===== src/rtl/smc_intalu_pkg.sv =====
// ---------------------------------------------------------------------------
// smc_intalu_pkg
// Shared constants and helpers for the SMC integer datapath lanes (subtractor
// and lane adder).
//   LANES, W       : lane count and lane width of the SIMD datapath
//   ST_*           : bit positions of the per-lane status nibble
//   SMAX / SMIN    : signed 32-bit clamp limits
//   lane_slice()   : extracts lane idx from a packed LANES*W bus
// ---------------------------------------------------------------------------
package smc_intalu_pkg;

  localparam int LANES = 4;
  localparam int W     = 32;

  localparam int ST_LS  = 0;
  localparam int ST_EQ  = 1;
  localparam int ST_GT  = 2;
  localparam int ST_SAT = 3;

  localparam logic [W-1:0] SMAX = 32'h7FFF_FFFF;
  localparam logic [W-1:0] SMIN = 32'h8000_0000;

  function automatic logic [W-1:0] lane_slice(input logic [LANES*W-1:0] bus,
                                              input int unsigned        idx);
    return bus[idx*W +: W];
  endfunction

endpackage


===== src/rtl/sub32_lane.sv =====
// ---------------------------------------------------------------------------
// sub32_lane
// Combinational stage-1 logic for one subtractor lane.
//   i_a, i_b          : minuend / subtrahend lane values
//   i_sign_a/i_sign_b : per-operand signedness used for extension
//   o_diff            : 2W-bit difference of the extended operands
//   o_cmp             : {gt, eq, ls} at ST_GT/ST_EQ/ST_LS
// ---------------------------------------------------------------------------
module sub32_lane
  import smc_intalu_pkg::*;
(
  input  logic [W-1:0]   i_a,
  input  logic [W-1:0]   i_b,
  input  logic           i_sign_a,
  input  logic           i_sign_b,
  output logic [2*W-1:0] o_diff,
  output logic [2:0]     o_cmp
);

  logic [2*W-1:0] w_ext_a;
  logic [2*W-1:0] w_ext_b;
  logic           w_signed;
  logic           w_lt;
  logic           w_eq;

  always_comb begin
    // Each operand extends by its own flag; the 2W-bit result can never wrap.
    w_ext_a  = {{W{i_sign_a & i_a[W-1]}}, i_a};
    w_ext_b  = {{W{i_sign_b & i_b[W-1]}}, i_b};
    o_diff   = w_ext_a - w_ext_b;

    // Compare mode is shared by both operands: signed if either flag is set.
    w_signed = i_sign_a | i_sign_b;
    w_lt     = w_signed ? ($signed(i_a) < $signed(i_b)) : (i_a < i_b);
    w_eq     = (i_a == i_b);

    o_cmp        = '0;
    o_cmp[ST_LS] = w_lt;
    o_cmp[ST_EQ] = w_eq;
    o_cmp[ST_GT] = !w_lt && !w_eq;
  end

endmodule


===== src/rtl/sub32_pipe.sv =====
// ---------------------------------------------------------------------------
// sub32_pipe
// Four-lane saturating 32-bit SIMD subtractor, dst = src0 - src1 per lane,
// with per-lane compare status. Two-stage pipeline, valid/ready on both sides.
//   clk, rst_n          : clock, asynchronous active-low reset
//   in_valid/in_ready   : operand beat handshake
//   src0, src1          : packed lanes, lane i at [i*W +: W]
//   sign_s0, sign_s1    : signedness of src0 / src1, captured with the beat
//   out_valid/out_ready : result beat handshake
//   dst                 : saturated differences
//   st                  : status nibble per lane at [i*W +: 4], rest zero
// Handshake: a beat moves whenever valid && ready are both high at a rising
// edge; valid never depends on ready, and a held beat keeps its data stable.
// LANES and W are fixed at the package values.
// ---------------------------------------------------------------------------
module sub32_pipe
  import smc_intalu_pkg::*;
#(
  parameter int LANES = 4,
  parameter int W     = 32
) (
  input  logic               clk,
  input  logic               rst_n,
  input  logic               in_valid,
  output logic               in_ready,
  input  logic [LANES*W-1:0] src0,
  input  logic [LANES*W-1:0] src1,
  input  logic               sign_s0,
  input  logic               sign_s1,
  output logic               out_valid,
  input  logic               out_ready,
  output logic [LANES*W-1:0] dst,
  output logic [LANES*W-1:0] st
);

  // Stage-1 combinational lane results
  logic [2*W-1:0]     w_diff [LANES];
  logic [2:0]         w_cmp  [LANES];
  // Stage-1 registers
  logic [2*W-1:0]     r_diff [LANES];
  logic [2:0]         r_cmp  [LANES];
  logic               r_mode;
  logic               r_v1;
  // Stage-2 registers
  logic [LANES*W-1:0] r_dst;
  logic [LANES*W-1:0] r_st;
  logic               r_ov;

  logic               w_adv1;
  logic               w_adv2;
  logic [W:0]         w_sat  [LANES];
  logic [LANES*W-1:0] w_dst_n;
  logic [LANES*W-1:0] w_st_n;

  for (genvar g = 0; g < LANES; g++) begin : g_lane
    sub32_lane u_lane (
      .i_a      (lane_slice(src0, g)),
      .i_b      (lane_slice(src1, g)),
      .i_sign_a (sign_s0),
      .i_sign_b (sign_s1),
      .o_diff   (w_diff[g]),
      .o_cmp    (w_cmp[g])
    );
  end

  // Returns {sat, value}. Signed: in range iff the top W+1 bits all agree.
  // Unsigned: only underflow is reachable, the upper clamp is kept for safety.
  function automatic logic [W:0] saturate(input logic [2*W-1:0] d,
                                          input logic           signed_mode);
    logic [W:0] r;
    if (signed_mode) begin
      if ((&d[2*W-1:W-1]) || !(|d[2*W-1:W-1])) r = {1'b0, d[W-1:0]};
      else if (d[2*W-1])                      r = {1'b1, SMIN};
      else                                    r = {1'b1, SMAX};
    end else begin
      if (d[2*W-1])          r = {1'b1, {W{1'b0}}};
      else if (|d[2*W-2:W])  r = {1'b1, {W{1'b1}}};
      else                   r = {1'b0, d[W-1:0]};
    end
    return r;
  endfunction

  assign w_adv2   = !r_ov || out_ready;
  assign w_adv1   = !r_v1 || w_adv2;
  assign in_ready = w_adv1;

  always_comb begin
    w_dst_n = '0;
    w_st_n  = '0;
    for (int i = 0; i < LANES; i++) begin
      w_sat[i]                 = saturate(r_diff[i], r_mode);
      w_dst_n[i*W +: W]        = w_sat[i][W-1:0];
      w_st_n[i*W + ST_LS]      = r_cmp[i][ST_LS];
      w_st_n[i*W + ST_EQ]      = r_cmp[i][ST_EQ];
      w_st_n[i*W + ST_GT]      = r_cmp[i][ST_GT];
      w_st_n[i*W + ST_SAT]     = w_sat[i][W];
    end
  end

  always_ff @(posedge clk or negedge rst_n) begin
    if (!rst_n) begin
      for (int i = 0; i < LANES; i++) begin
        r_diff[i] <= '0;
        r_cmp[i]  <= '0;
      end
      r_mode <= 1'b0;
      r_v1   <= 1'b0;
      r_dst  <= '0;
      r_st   <= '0;
      r_ov   <= 1'b0;
    end else begin
      if (w_adv1) begin
        r_v1 <= in_valid;
        if (in_valid) begin
          for (int i = 0; i < LANES; i++) begin
            r_diff[i] <= w_diff[i];
            r_cmp[i]  <= w_cmp[i];
          end
          r_mode <= sign_s0 | sign_s1;
        end
      end
      if (w_adv2) begin
        r_ov <= r_v1;
        if (r_v1) begin
          r_dst <= w_dst_n;
          r_st  <= w_st_n;
        end
      end
    end
  end

  assign out_valid = r_ov;
  assign dst       = r_dst;
  assign st        = r_st;

endmodule


===== config.mk =====
export PLATFORM = sky130hd
export DESIGN_NAME = sub32_pipe
export DESIGN_NICKNAME = d
export VERILOG_FILES = /design/src/rtl/smc_intalu_pkg.sv /design/src/rtl/sub32_lane.sv /design/src/rtl/sub32_pipe.sv
export SDC_FILE = /design/constraint.sdc
export NUM_CORES = 1
export LEC_CHECK = 0
export CAP_MARGIN = 20
export CORE_ASPECT_RATIO = 0.7
export CORE_MARGIN = 5
export CORE_UTILIZATION = 50
export CTS_CLUSTER_DIAMETER = 120
export DETAILED_ROUTE_END_ITERATION = 6
export GPL_ROUTABILITY_DRIVEN = 0
export PLACE_DENSITY_LB_ADDON = 0.05
export SYNTH_ARGS = -nofsm -noshare
export SYNTH_HDL_FRONTEND = slang
export SYNTH_SLANG_ARGS = --single-unit
export TNS_END_PERCENT = 20

===== constraint.sdc =====
create_clock -name clk -period 2.53 [get_ports clk]
set_input_delay 0.3795 -clock clk [delete_from_list [all_inputs] [get_ports clk]]
set_output_delay 0.3795 -clock clk [all_outputs]
set_load 0.02 [all_outputs]

==> results.cfg, run 1 <==
[drt]
via_per_inst = 5.413
ant_nets = 0
drc = 0
wl_um = 67830
avgRoutedWirePerCell_um = 17.88
dr.pass1.iters = 6
num_vias = 20538
drt_iter0_markers = 1573

[grt]
grt_pass1_vias = 20233
gr-total-overflow = 0
grtUsageTotal_pct = 28.62
grt_pass1_wl_um = 105000
grt_start_max_net_pins = 101
antenna_found_initial = 6

[yosys]
ys_seq_area_share_pct = 36.67
syn_inst = 2492
synthArstFlopShare_pct = 100.0
synth-compound-area-share_pct = 21.29
muxShareOfSynthArea_pct = 0.2735
netlist.area_leader.share_pct = 36.67
syn_avg_cell_area_sq_um = 8.078
synthXorXnorAreaFrac_pct = 4.046
synth-simple-area-share_pct = 19.21
synth-edff-count = 0
yosysTopAreaCell = dfrtp_1
synthAdderAreaFrac_pct = 8.602
ys_ff_latch = 295
ys_types = 89
synth.area.top_cells = dfrtp_1 37%, ha_1 8.2%, nand2_1 7.6%
syn_area_sq_um = 20130
ys.warnings.count = 0
synthFlopType = dfrtp_1
synth_common_cells = 408 x nand2_1, 295 x dfrtp_1, 260 x a21oi_1
synth.most_common_cell = nand2_1
synth_top_family_by_area = compound AO/OA/AOI/OAI gates

[pwr]
p_per_area_nw_per_um2 = 695.3
power.leakage_nw = 13.69
ir_worst_vdd_v = 0.0006206

[sta]
finalClockSkew_ps = 11.33
fin_crit_sh_pct = 101.2
timing.hold.ws_ps = 234.5
setup_slack_ps = -30.60
setup_viol = 1
relSlewSlack_pct = 34.63
fmax_mhz = 390.5
worst_slew_pin_slew_ps = 980.4
rsz0062_at_grt = true
hold_violations = 0
maxSlewViolCount = 0
period_minus_slack_ps = 2561

[floorplan]
die_w_um = 249.8
die-area_sq_um = 44440
start_util_pct = 50.62
floorplan.io_pins = 520
core_region_area_sq_um = 39760
rows = 61
die-height_um = 177.9

[placed_design]
dpl.hpwl_um = 51790
postPlaceCellArea_sq_um = 27160
pre_cts_ws_ps = -837.0
port_buffers = 407
dp.cells = 3714

[worst_setup_path]
crit_start = src1[43]
r2r_cells = 6
critical_path.startpoint_type = input port
r2r-start = r_diff[159]
critPathKind = input port to register
endpoint_kind = register
r2r-end = dst[47]
regToRegSetupSlack_ps = 370
crit_required_ps = 3040
cp-endpoint = r_diff[158]
path_max_fanout = 5
cp.arrival_ps = 3070

[outcome]
status = finished with violations
violations = setup timing

[layout]
final_cells = 3794
post-route-util_pct = 72.86
syn2layout_area_growth_pct = 43.92
stdcell_area_sq_um = 28970
layout.nets = 3629
drive_gt1_share_pct = 18.29

[cts]
cts_sinks = 295
cts_tree = done
path_clk_slew_ps = 70
cts_root_buf = clkbuf_16
clock_latency_ps = 570
htree_levels = 1
cts_buffer_depth = 3
tritoncts.num_buffers = 31

[min_path]
min-delay-path-class = input port to register
hp-start = src0[64]

[job]
drv_cap = 0
-- metal layers --
layer / routed length, um / track usage, % / vias up
met2: 32390 / 47.95 / 788
met1: 28850 / 38.58 / 9778
li1: - / - / 9823
met3: 4166 / 4.175 / 149
met5: 0 / 0 / -
met4: 2424 / 9.415 / 0
-- what timing repair did --
action                                  in CTS  in global routing
hold buffers                                 1                  0
endpoints found under the hold margin       54                  0
pin swaps                                   22                 60
endpoints found under the setup margin      37                 61
buffers inserted                             4                 15
gates resized for setup                     31                115
-- how the worst min path moves through the flow --
stage | end | slack (ps) | depth (start not counted)
2_1_floorplan | dst[0] | 80 | 0
3_3_place_gp | dst[45] | 360 | 1
3_5_place_dp | dst[43] | 360 | 1
4_1_cts | r_diff[64] | 310 | 3
5_1_grt | r_diff[64] | 240 | 4
6_report | r_diff[64] | 230 | 4
-- metrics by stage --
step	setup TNS, ps	power, mW
after floorplan	-624.9	11.09
final	-30.60	20.14
after detailed placement	-52590	15.15
after CTS	-78.75	20.01
after global placement	-47710	14.95
after global routing	-308.8	21.24
-- critical path, cell delays in order --
cell and delay (ps):
clkdlybuf4s50_1 470, inv_1 70, ha_4 300, buf_4 100, nand4_1 140, a311o_1 400, a21oi_4 210, a41o_2 260
a311oi_2 110, or4_1 540, nand3_1 100
-- where the power goes --
group,total [mW],switching [mW],internal (mW)
Combinational,8.55,4.62,3.94
Clock,4.76,2.01,2.75
Sequential,6.83,0.836,6.00
Total,20.1,7.47,12.7
-- final cells by class --
class                           instances  area [sq um]
Fill cell                            3104         10790
Inverter                              163         619.3
Antenna cell                            6         15.01
Clock inverter                         16         205.2
Timing Repair Buffer                  823          7442
Multi-Input combinational cell       1917         11800
Tap cell                              535         669.4
Sequential cell                       295          7382
Clock buffer                           39         835.8
-- flip-flops by register name (all words and copies together), names as in the netlist --
| signal | cells |
|---|---|
| dst | 128 |
| out_valid | 1 |
| r_cmp | 12 |
| r_diff | 136 |
| r_mode | 1 |
| r_v1 | 1 |
| st | 16 |
-- logic make-up (layout without fill, tap and decap cells) --
group	Yosys count	count (layout)
flops	295	295
mux	5	5
buf+inv	391	1041
fa+ha+maj	136	136
simple gates	879	879
other cells	1	118
xor+xnor	93	93
compound gates	692	692
-- layout by cell type (no fill, tap or decap), types with 12 or more instances in the layout --
cell type	instances
a21o_1	61
a21oi_1	253
and2_1	16
and3_1	19
buf_12	15
buf_4	394
clkbuf_16	31
clkdlybuf4s50_1	388
conb_1	112
dfrtp_1	295
dlymetal6s2s_1	14
ha_1	114
ha_4	16
inv_1	153
nand2_1	406
nand2b_1	22
nand3_1	45
nand4_1	36
nor2_1	219
nor2b_1	16
nor3_1	32
o21a_1	26
o21ai_0	157
o21ai_1	21
o21ai_2	12
o21bai_1	14
o31ai_1	16
xnor2_1	55
xor2_1	37
(Power assumes the default switching activity.)
==> run 2, diff against run 1 <==
--- a/config.mk
+++ b/config.mk
@@ -7,12 +7,13 @@
 export LEC_CHECK = 0
 export CAP_MARGIN = 20
 export CORE_ASPECT_RATIO = 0.7
-export CORE_MARGIN = 5
+export CORE_MARGIN = 8
 export CORE_UTILIZATION = 50
 export CTS_CLUSTER_DIAMETER = 120
 export DETAILED_ROUTE_END_ITERATION = 6
 export GPL_ROUTABILITY_DRIVEN = 0
 export PLACE_DENSITY_LB_ADDON = 0.05
+export SLEW_MARGIN = 25
 export SYNTH_ARGS = -nofsm -noshare
 export SYNTH_HDL_FRONTEND = slang
 export SYNTH_SLANG_ARGS = --single-unit
==> run 2 against run 1 <==
Against the previous run:
- the flow still finishes with violations (setup timing)
- first-iteration DRC count down 6.7%
- design area decreased by 0.63%
- non-clock buffer count is 9 lower
- total power fell by 0.55%
- register-to-register slack better by 50 ps
- clock power is 1% lower
- utilization decreased by 0.32 points
- critical path depth increased by 2
==> results.cfg, run 2 (synthesized netlist as in run 1, its figures left out) <==
[drt]
drc = 0
wl_um = 68270
dr.pass1.iters = 5
ant_nets = 0
avgRoutedWirePerCell_um = 18.04
num_vias = 20428
drt_iter0_markers = 1467
via_per_inst = 5.399

[sta]
fmax_mhz = 389.5
hold_violations = 0
worst_slew_pin_slew_ps = 1037
relSlewSlack_pct = 30.85
tns_ps = -45.78
rsz0062_at_grt = true
setup_slack_ps = -37.70
timing.hold.ws_ps = 234.4
fin_crit_sh_pct = 101.5
period_minus_slack_ps = 2568
finalClockSkew_ps = 9.956
setup_viol = 2
maxSlewViolCount = 0

[floorplan]
die_w_um = 255.8
die-height_um = 183.9
rows = 61
die-area_sq_um = 47040
floorplan.io_pins = 520
start_util_pct = 50.72
core_region_area_sq_um = 39690

[min_path]
min-delay-path-class = input port to register

[grt]
grtUsageMet3_pct = 4.183
gr-total-overflow = 0
grt_use_met2_pct = 45.98
grt_pass1_wl_um = 106700
met1_usage_pct = 35.74
grt_most_used_layer = met2
antenna_found_initial = 3
grtUsageTotal_pct = 27.18
grt_pass1_vias = 20562
grt_start_max_net_pins = 92

[worst_setup_path]
regToRegSetupSlack_ps = 420
critical_path.startpoint_type = input port
crit_required_ps = 3000
cp-endpoint = r_diff[31]
cp.arrival_ps = 3040
r2r-start = r_diff[224]
endpoint_kind = register
crit_start = src1[99]
critPathKind = input port to register
r2r_cells = 6
r2r-end = dst[27]
path_max_fanout = 4

[cts]
cts_tree = done
cts_buffer_depth = 3
cts_sinks = 295
path_clk_slew_ps = 60
cts_root_buf = clkbuf_16
tritoncts.num_buffers = 30
htree_levels = 1
clock_latency_ps = 580

[layout]
layout_common_cells = 407 x nand2_1, 393 x buf_4, 391 x clkdlybuf4s50_1
final_common_cell = nand2_1
regMostFlops = r_diff
final_cells = 3784
syn2layout_area_growth_pct = 43.00
largest_reg_flops = 136
drive_gt1_share_pct = 17.87
layout.nets = 3619

[placed_design]
port_buffers = 407
pre_cts_ws_ps = -811.0
dp.cells = 3709
dpl.hpwl_um = 52410

[pwr]
pwr-share-seq_pct = 34.1
power.share.clock_pct = 23.5
p_per_area_nw_per_um2 = 695.9
intPower_mw = 12.62
swShare_pct = 37.02
p_total_mw = 20.03
power.leakage_nw = 13.62
ir_worst_vdd_v = 0.0005620
comb_power_share_pct = 42.4
p_switching_mw = 7.417

[job]
drv_cap = 0

[outcome]
violations = setup timing
status = finished with violations
==> run 2: cell count changes in the layout (fill, tap and decap cells not counted), moves of 3 or more <==
cell / change
buf_6: -6
inv_1: +3
o21ai_0: +5
o21ai_1: -4
clkdlybuf4s50_1: +3
inv_2: -3
clkinv_2: +4
==> run 2: worst min-delay path by stage <==
stage | slack (ps) | end | startpoint | depth (start not counted)
floorplan | 80 | dst[0] | rst_n | 0
global placement | 370 | dst[80] | rst_n | 1
detailed placement | 360 | r_diff[80] | rst_n | 1
CTS | 350 | r_diff[80] | rst_n | 2
global route | 230 | r_diff[128] | src1[32] | 3
finish | 230 | r_diff[128] | src1[32] | 3
==> run 2: timing repair <==
item                                   CTS  global route
hold buffers                             1             0
gates resized for setup                 18           101
buffers inserted                         3            11
pin swaps                               11            53
setup endpoints to repair               27            62
endpoints found under the hold margin   58             0
==> run 2: worst max-delay path, cell delays in order <==
cell and delay (ps):
clkdlybuf4s50_1 460, inv_1 80, ha_4 280, buf_4 120, and3_4 200, o21ai_2 70, nand4_1 160, buf_4 150
nand2_1 50, a211o_1 380, a2111oi_4 380, nor3_2 90, o31ai_2 240
==> run 2: final cells by class <==
| cell class | count | area (sq um) |
|---|---|---|
| Clock buffer | 38 | 822.0 |
| Antenna cell | 4 | 10.01 |
| Sequential cell | 295 | 7382 |
| Fill cell | 3130 | 10900 |
| Multi-Input combinational cell | 1917 | 11750 |
| Tap cell | 535 | 669.4 |
| Timing Repair Buffer | 814 | 7326 |
| Clock inverter | 18 | 209.0 |
| Inverter | 163 | 619.3 |
==> run 2: routing by layer <==
layer	share of wire [%]	routed length (um)	vias to the layer above
met5	0	0	-
met4	3.2	2159	0
met3	6.1	4136	123
met2	48	32670	753
met1	43	29300	9753
li1	-	-	9799
==> run 2: power groups by stage <==
stage	Combinational, mW	Sequential, mW	Clock, mW
floorplan	3.47	7.63	0
global placement	8.13	6.84	0
detailed placement	8.28	6.88	0
CTS	8.36	6.81	4.80
global route	9.20	6.97	5.00
finish	8.50	6.82	4.71
==> run 2: metrics by stage <==
stage / cell area, sq um / utilization [%]
after global routing: 28790 / 72.53
final: 28790 / 72.53
after detailed placement: 27090 / 68.27
after floorplan: 20580 / -
after CTS: 28220 / 71.12
after global placement: 27090 / 68.27
